## src/rtl/seq_expr_if.sv

```systemverilog
// Handshake and operand/result bundle for seq_expr_unit.
// Master drives the request and operands; slave returns busy, done and the result.
interface seq_expr_if #(
    parameter int unsigned W = 16
);
    logic           start;
    logic [2:0]     mode;
    logic [W-1:0]   a;
    logic [W-1:0]   b;
    logic [W-1:0]   c;
    logic [W-1:0]   d;
    logic           busy;
    logic           done;
    logic [2*W+1:0] out;

    modport master (output start, mode, a, b, c, d, input busy, done, out);
    modport slave  (input start, mode, a, b, c, d, output busy, done, out);
endinterface

```

## src/rtl/seq_expr_unit.sv

```systemverilog
// Sequential evaluator of R = (A op0 B) * (C op1 D) using a shared add/absdiff stage and a shift-add multiplier.
// Optional SEQ_EXPR_ACCUM_EN: mode[2]=1 accumulates the product into out instead of overwriting it.
module seq_expr_unit #(
    parameter int unsigned W = 16
) (
    input  logic       clk,
    input  logic       rst,
    seq_expr_if.slave  bus
);
    localparam int unsigned SW = W + 1;
    localparam int unsigned RW = 2 * W + 2;
    localparam int unsigned CW = $clog2(W + 1);

    typedef enum logic [2:0] {IDLE, SUMA, SUMB, MUL, DONE} state_e;

    state_e         state_q, state_d;
    logic [W-1:0]   a_q, a_d, b_q, b_d, c_q, c_d, d_q, d_d;
    logic [1:0]     mode_q, mode_d;
    logic [SW-1:0]  s0_q, s0_d, s1_q, s1_d;
    logic [RW-1:0]  acc_q, acc_d, out_q, out_d;
    logic [CW-1:0]  cnt_q, cnt_d;
    logic           busy_q, busy_d, done_q, done_d;
    logic           last_c;
    logic [RW-1:0]  add_c, prod_c;
`ifdef SEQ_EXPR_ACCUM_EN
    logic           accum_q, accum_d;
`else
    logic           unused_mode2;
    assign unused_mode2 = bus.mode[2];
`endif

    // Sum or exact absolute difference, widened so neither can overflow.
    function automatic logic [SW-1:0] op_f(input logic [W-1:0] x, input logic [W-1:0] y,
                                           input logic sel);
        if (sel) return (x >= y) ? SW'(x - y) : SW'(y - x);
        return SW'(x) + SW'(y);
    endfunction

    assign last_c = (cnt_q == CW'(W));
    assign add_c  = s1_q[cnt_q] ? (RW'(s0_q) << cnt_q) : '0;
    assign prod_c = acc_q + add_c;

    always_ff @(posedge clk or posedge rst) begin
        if (rst) state_q <= IDLE;
        else     state_q <= state_d;
    end

    always_comb begin
        state_d = state_q;
        unique case (state_q)
            IDLE:    if (bus.start) state_d = SUMA;
            SUMA:    state_d = SUMB;
            SUMB:    state_d = MUL;
            MUL:     if (last_c) state_d = DONE;
            DONE:    state_d = IDLE;
            default: state_d = IDLE;
        endcase
    end

    always_comb begin
        a_d    = a_q;
        b_d    = b_q;
        c_d    = c_q;
        d_d    = d_q;
        mode_d = mode_q;
        s0_d   = s0_q;
        s1_d   = s1_q;
        acc_d  = acc_q;
        cnt_d  = cnt_q;
        out_d  = out_q;
        busy_d = busy_q;
        done_d = 1'b0;
`ifdef SEQ_EXPR_ACCUM_EN
        accum_d = accum_q;
`endif
        unique case (state_q)
            IDLE: if (bus.start) begin
                a_d    = bus.a;
                b_d    = bus.b;
                c_d    = bus.c;
                d_d    = bus.d;
                mode_d = bus.mode[1:0];
`ifdef SEQ_EXPR_ACCUM_EN
                accum_d = bus.mode[2];
`endif
                busy_d = 1'b1;
            end
            SUMA: s0_d = op_f(a_q, b_q, mode_q[0]);
            SUMB: begin
                s1_d  = op_f(c_q, d_q, mode_q[1]);
                acc_d = '0;
                cnt_d = '0;
            end
            MUL: begin
                acc_d = prod_c;
                cnt_d = cnt_q + CW'(1);
                if (last_c) begin
`ifdef SEQ_EXPR_ACCUM_EN
                    out_d = accum_q ? (out_q + prod_c) : prod_c;
`else
                    out_d = prod_c;
`endif
                    done_d = 1'b1;
                    busy_d = 1'b0;
                end
            end
            default: ;
        endcase
    end

    always_ff @(posedge clk or posedge rst) begin
        if (rst) begin
            a_q    <= '0;
            b_q    <= '0;
            c_q    <= '0;
            d_q    <= '0;
            mode_q <= '0;
            s0_q   <= '0;
            s1_q   <= '0;
            acc_q  <= '0;
            cnt_q  <= '0;
            out_q  <= '0;
            busy_q <= 1'b0;
            done_q <= 1'b0;
`ifdef SEQ_EXPR_ACCUM_EN
            accum_q <= 1'b0;
`endif
        end else begin
            a_q    <= a_d;
            b_q    <= b_d;
            c_q    <= c_d;
            d_q    <= d_d;
            mode_q <= mode_d;
            s0_q   <= s0_d;
            s1_q   <= s1_d;
            acc_q  <= acc_d;
            cnt_q  <= cnt_d;
            out_q  <= out_d;
            busy_q <= busy_d;
            done_q <= done_d;
`ifdef SEQ_EXPR_ACCUM_EN
            accum_q <= accum_d;
`endif
        end
    end

    assign bus.busy = busy_q;
    assign bus.done = done_q;
    assign bus.out  = out_q;
endmodule

```

## src/flat_wrapper.sv

```systemverilog
// flat-port wrapper written by rule: the top's interface ports become plain ports
module seq_expr_unit_flat 
#(
    parameter int unsigned W = 16
)
  (clk, rst, bus_start, bus_mode, bus_a, bus_b, bus_c, bus_d, bus_busy, bus_done, bus_out);
  seq_expr_if #(.W(W)) bus_i ();
  input  logic clk;
  input  logic rst;
  input wire logic [$bits(bus_i.start)-1:0] bus_start;
  input wire logic [$bits(bus_i.mode)-1:0] bus_mode;
  input wire logic [$bits(bus_i.a)-1:0] bus_a;
  input wire logic [$bits(bus_i.b)-1:0] bus_b;
  input wire logic [$bits(bus_i.c)-1:0] bus_c;
  input wire logic [$bits(bus_i.d)-1:0] bus_d;
  output wire logic [$bits(bus_i.busy)-1:0] bus_busy;
  output wire logic [$bits(bus_i.done)-1:0] bus_done;
  output wire logic [$bits(bus_i.out)-1:0] bus_out;
  assign bus_i.start = bus_start;
  assign bus_i.mode = bus_mode;
  assign bus_i.a = bus_a;
  assign bus_i.b = bus_b;
  assign bus_i.c = bus_c;
  assign bus_i.d = bus_d;
  assign bus_busy = bus_i.busy;
  assign bus_done = bus_i.done;
  assign bus_out = bus_i.out;
  seq_expr_unit #(.W(W)) u_core (.clk(clk), .rst(rst), .bus(bus_i));
endmodule
```

## config.mk

```make
export PLATFORM = sky130hd
export DESIGN_NAME = seq_expr_unit_flat
export DESIGN_NICKNAME = d
export VERILOG_FILES = /design/src/rtl/seq_expr_if.sv /design/src/rtl/seq_expr_unit.sv /design/src/flat_wrapper.sv
export SDC_FILE = /design/constraint.sdc
export NUM_CORES = 1
export LEC_CHECK = 0
export CAP_MARGIN = 20
export CORE_UTILIZATION = 34
export DETAILED_ROUTE_END_ITERATION = 8
export PLACE_DENSITY = 0.5
export SLEW_MARGIN = 30
export SYNTH_ARGS = -nofsm -noshare
export SYNTH_HDL_FRONTEND = slang
export SYNTH_SLANG_ARGS = --single-unit
```

## constraint.sdc

```tcl
create_clock -name clk -period 16.9 [get_ports clk]
set_input_delay 1.69 -clock clk [delete_from_list [all_inputs] [get_ports clk]]
set_output_delay 1.69 -clock clk [all_outputs]
set_load 0.005 [all_outputs]
```

---- After elaboration in Yosys (flattened, before gate mapping) ----
Index checks and enable logic that the tools add are counted.
operators by class
  $add $sub $neg .......................... 8
  multipliers ............................. 0
  divide/modulo/power cells ............... 0
  $lt $le $gt $ge ......................... 3
  equality and inequality tests ........... 6
  shift-type cells ........................ 1
  mux-type cells .......................... 23
  bitwise gates (word level) .............. 0
  reduce and logical (&&, ||, !) cells .... 7
operators with widths
  operator                                                number
  two-way mux 17 bit                                      6
  one-hot mux 34 bit (2 select lines)                     1
  subtractor 16 x 16 -> 17 bit                            4
  adder 16 x 16 -> 17 bit                                 2
  adder 34 bit                                            1
  two-way mux 34 bit                                      1
  << shifter 17 x 5 -> 34 bit                             1
  >= comparator 16 bit                                    2
  one-hot mux 3 bit (4 select lines)                      1
  one-hot mux 5 bit (2 select lines)                      1
  two-way mux 1 bit                                       9
  == test 3 x 2 -> 1 bit (second input constant)          2
  < comparator 5 x 6 -> 1 bit (second input constant)     1
  two-way mux 3 bit                                       2
  AND reduction 2 bit                                     3
  adder 5 x 1 -> 5 bit (second input constant)            1
  binary-select mux 1 bit (select 5 bit)                  1
  == test 5 bit (second input constant)                   1
  nonzero test 2 bit                                      2
  == test 3 x 1 -> 1 bit (second input constant)          1
  zero test 3 bit                                         1
  AND reduction 3 bit                                     1
  inequality test 2 x 1 -> 1 bit (second input constant)  1
  inequality test 2 bit (second input constant)           1
  one-hot mux 1 bit (2 select lines)                      1
storage, ports and cells
  register bits ........................... 178
  bits in latches ......................... 0
  bits in writable memories ............... 0
  memory bits (read-only) ................. 0
  bits of input ports ..................... 70
  output and inout bits ................... 36
  word-level logic and storage cells ...... 61
  memories ................................ 0

---- Depth between registers and ports, before layout ----
  depth after elaboration ................. 5
  gate-level depth with buffers ........... 22
  mapped depth without buffers ............ 19

---- Least setup slack after synthesis ----
Ideal clock, no wire load.
  kind .................................... register to register
  from .................................... register u_core.cnt_q[0]
  to ...................................... register u_core.acc_q[33]
  setup time .............................. 126 ps
  data arrival time ....................... 4159 ps
  required time ........................... 16774 ps
  slack ................................... 12616 ps
  cell stages (with the launch flop) ...... 21
  buffers on the path ..................... 4
  period minus slack after synthesis ...... 4284 ps
  cell sequence ........................... dfrtp_1 > buf_2 > clkbuf_1 > clkbuf_1 > o21ai_0 > o21ai_0 > nor2_1 > a211oi_1 > a21oi_1 > nor2_1 > ha_1 > buf_2 > a21oi_1 > o21ai_1 > a21o_1 > a221o_1 > o211ai_1 > a311oi_2 > a211oi_1 > mux2i_1 > nand2_1
on the way
  word-level cells in the longest chain between the ends .. 5
  elaborated cells between the ends (all ways) .. 6
  classes of those cells .................. add/sub: 1; shift: 1; mux: 4
ends and longest elaborated chain
  what                                     line                  RTL
  start: declaration                       seq_expr_unit.sv:21   logic [CW-1:0] cnt_q, cnt_d;
  start signal: assignment                 seq_expr_unit.sv:137  cnt_q <= cnt_d;
  binary-select mux 1 bit (select 5 bit)   seq_expr_unit.sv:40   assign add_c = s1_q[cnt_q] ? (RW'(s0_q) << cnt_q) : '0;
  two-way mux 1 bit (not written as such)  seq_expr_unit.sv:40
  two-way mux 34 bit (*)                   seq_expr_unit.sv:40
  adder 34 bit (*)                         seq_expr_unit.sv:41   assign prod_c = acc_q + add_c;
  one-hot mux 34 bit (2 select lines) (*)  seq_expr_unit.sv:76   unique case (state_q)
  end signal: assignment                   seq_expr_unit.sv:120  acc_q <= '0;
  end signal: assignment                   seq_expr_unit.sv:136  acc_q <= acc_d;
  end: declaration                         seq_expr_unit.sv:20   logic [RW-1:0] acc_q, acc_d, out_q, out_d;
Every way passes the cells marked *; elsewhere a longest branch is shown, timed or not. The select of a mux whose other input is x is not followed.
A chain may end at the register's enable or synchronous reset.

---- Worst setup path in the final report ----
  from .................................... register u_core.cnt_q[2]
  to ...................................... register u_core.out_q[32], in the netlist u_core.bus.out[32]
on the way
  word-level cells in the longest chain between the ends .. 4
  elaborated cells between the ends (all ways) .. 7
  classes of those cells .................. add/sub: 1; eq/ne: 1; shift: 1; mux: 3; reduce/logical: 1
ends and longest elaborated chain
  what                                     line                  RTL
  binary-select mux 1 bit (select 5 bit)   seq_expr_unit.sv:40
  two-way mux 1 bit (not written as such)  seq_expr_unit.sv:40
  two-way mux 34 bit                       seq_expr_unit.sv:40
  adder 34 bit                             seq_expr_unit.sv:41
  end signal: assignment                   seq_expr_unit.sv:138  out_q <= out_d;
  end: declaration                         seq_expr_unit.sv:20
Several ways; a longest one is shown, not always the timed one. The select of a mux whose other input is x is not followed.

==> flow_summary.toml <==
[synthesis]
async_flop_share = 1.00
synth-simple-area-share = 0.169
synthesis.nets = 1917
synth_cells = 1709
synth-adder-area-share = 0.126
avgSynthCellArea_sq_um = 8.23
synth_edf_count = 0
yosysSeqAreaShare = 0.317
ys_types = 84
synth.top_cell.area_share = 0.317
yosys-top-cells-area = "dfrtp_1 (32%), ha_1 (12%), nand2_1 (6.4%), o21ai_0 (5.6%), a21oi_1 (3.9%)"
yosys_warnings = 0
yosysTopAreaCell = "dfrtp_1"
synth_compound_area_frac = 0.246
synth_top_family_by_area = "compound AO/OA/AOI/OAI gates"
netlist_area_sq_um = 14100
synth-xor-area-share = 0.0324
synth.area.mux_share = 0.0521
synth_flop_cell = "dfrtp_1"
synth_seq_cells = 178

[clocking]
cts_hold_buf = 0
cts_buffer_depth = 2
clock_latency_ns = 0.47
cts.sinks = 178
postCtsSetupBuffers = 0
cts_buffers = 17
cts-resized-gates = 0
clk_pin_slew_ns = 0.08
cts_tree = "yes"
cts_root_buffer = "clkbuf_16"
htree_levels = 4

[critical_path]
cp.arrival_ns = 5.69
regToRegStartpoint = "u_core.cnt_q[2]"
worstReg2RegEnd = "u_core.bus.out[32]"
crit_chain = "inv_1 > o31ai_1 > a21oi_1 > nor3_1 > buf_4 > nand2_1 > nor2_1 > ha_1 > inv_1 > fa_1 > nor2b_4 > o31a_1 > o31a_1 > o21ai_1 > a211oi_1 > o311ai_1 > a311oi_1 > xor2_1 > mux2_2"
critPathSlowestCell = "dfrtp_1"
crit_path_max_fanout = 24
worstSetupStartpointType = "flop"
reg2reg_slack_ns = 11.56
crit_path_max_incr_delay_ns = 0.69
worstPathRequired_ns = 17.25
worstRegToRegCells = 19
crit_path_end_kind = "flop"
crit_type = "reg2reg"

[min_path]
holdCritStartpoint = "u_core.bus.out[0]"
hold_depth = 2
holdPathEnd = "u_core.bus.out[0]"
min_path_type = "reg2reg"

[run]
max-cap-violations = 0

[sta]
period_needed_ns = 5.34
setup_ws_ns = 11.56
fmax_mhz = 187
fin_crit_sh = 0.316
rsz0062_at_grt = "no"
finalClockSkew_ns = 0.0130
drv_slew = 0
hold_violations = 0
fin_hold_ws_ns = 0.477
timing.setup.tns_ns = 0
finalSetupViolations = 0
max_slew_margin = 0.357
tightest_slew_ns = 0.962

[routing]
drc = 0
dr.first_iter.drc_count = 896
vias = 12215
wire_per_inst_microns = 17.0
wl_mm = 39.0
antenna_left = 0
vias_per_cell = 5.31
drtPass1Iterations = 6

[die]
num_rows = 74
dieArea_sq_um = 42200
start_util = 0.345
fp.dieH_microns = 205
core_sq_um = 40800
num_io_pins = 106
die_w_microns = 205

[cells_and_area]
final-seq-area_sq_um = 4450
finish.utilization = 0.395
drive_gt1_frac = 0.0589
layout_common_cells = "nand2_1 (238), dfrtp_1 (178), o21ai_0 (157)"
fin_nets = 1962
syn_to_final_growth_pct = 14.6
fillers = 4209
multiInputGateArea_sq_um = 8820
layout_commonest_cell = "nand2_1"
diodes = 0

[placement]
routabilityCongestion = 0.883
hpwl_mm = 29.3
io_buffers = 104
dp_worst_setup_slack_ns = 11.35

[outcome]
status = "finished, final reports clean"

[grt]
grt_pass1_vias = 12049
grt_pass1_wl_mm = 64.2
grt-ovfl-total = 0
gr-usage-all-layers = 0.191
antenna_found_initial = 0
grt_max_degree = 105
-- worst max path at each step --
stage                         start  slack, ns                 end
floorplan                       rst      10.38       u_core.a_q[0]
global placement    u_core.cnt_q[2]      11.34  u_core.bus.out[32]
detailed placement  u_core.cnt_q[2]      11.35  u_core.bus.out[32]
CTS                 u_core.cnt_q[2]      11.29  u_core.bus.out[33]
global route        u_core.cnt_q[2]      11.09  u_core.bus.out[32]
finish              u_core.cnt_q[2]      11.56  u_core.bus.out[32]
-- cell type report --
cell class              count  area share
clock buffers              17      0.0264
clock inverters            15      0.0101
inverters                 114      0.0270
multi-input cells        1325       0.547
flip-flops and latches    178       0.276
well taps                 532      0.0413
repair buffers            118      0.0714
-- cell families (layout without fill, tap and decap cells) --
group	count (synthesis)	count (layout)
flops	178	178
buf+inv	206	264
simple gates	532	532
fa+ha+maj	138	138
compound gates	542	542
mux	61	61
xor+xnor	52	52
-- registers in the layout, indices dropped and copies added, names as in the netlist --
| signal | count |
|---|---|
| u_core.bus.busy | 1 |
| u_core.a_q | 16 |
| u_core.b_q | 16 |
| u_core.cnt_q | 5 |
| u_core.mode_q | 2 |
| u_core.bus.out | 34 |
| u_core.s1_q | 17 |
| u_core.bus.done | 1 |
| u_core.c_q | 16 |
| u_core.s0_q | 17 |
| u_core.state_q | 3 |
| u_core.d_q | 16 |
| u_core.acc_q | 34 |
-- cell usage after synthesis, types with 22 or more instances --
cell type    n
nand2_1    238
dfrtp_1    178
o21ai_0    157
ha_1       131
nor2_1     125
inv_1      111
a21oi_1    109
clkbuf_1    67
xnor2_1     39
nor3_1      36
o21ai_1     35
mux2i_1     29
a21o_1      28
nand3_1     26
mux2_2      24
nor2b_1     24
a211oi_1    23
a31oi_1     22
-- metrics by stage --
stage / instances / cell area, sq um
2_1_floorplan: 1709 / 14100
3_3_place_gp: 2267 / 15500
3_5_place_dp: 2267 / 15500
4_1_cts: 2299 / 16100
5_1_grt: 2299 / 16100
6_report: 2299 / 16100
-- per-layer routing --
metal | wire (microns) | global-route usage | vias up
li1 | - | - | 6121
met5 | 0 | 0 | -
met2 | 17600 | 0.304 | 254
met4 | 566 | 0.0532 | 0
met3 | 1180 | 0.0233 | 35
met1 | 19600 | 0.271 | 5805
-- critical path: cells and delay by family (launching register included) --
family / cells / cell delay, ns
muxes: 1 / 0.28
and+or+nand+nor: 4 / 0.60
AOI/OAI and AO/OA: 8 / 2.01
DFF: 1 / 0.69
xor gates and xnor gates: 1 / 0.15
adders and majority gates: 2 / 0.67
buffers and inverters: 3 / 0.83
Power is left out: the tool's default activity adds up to more than one toggle a clock period on the data nets, which glitch-free logic cannot reach.
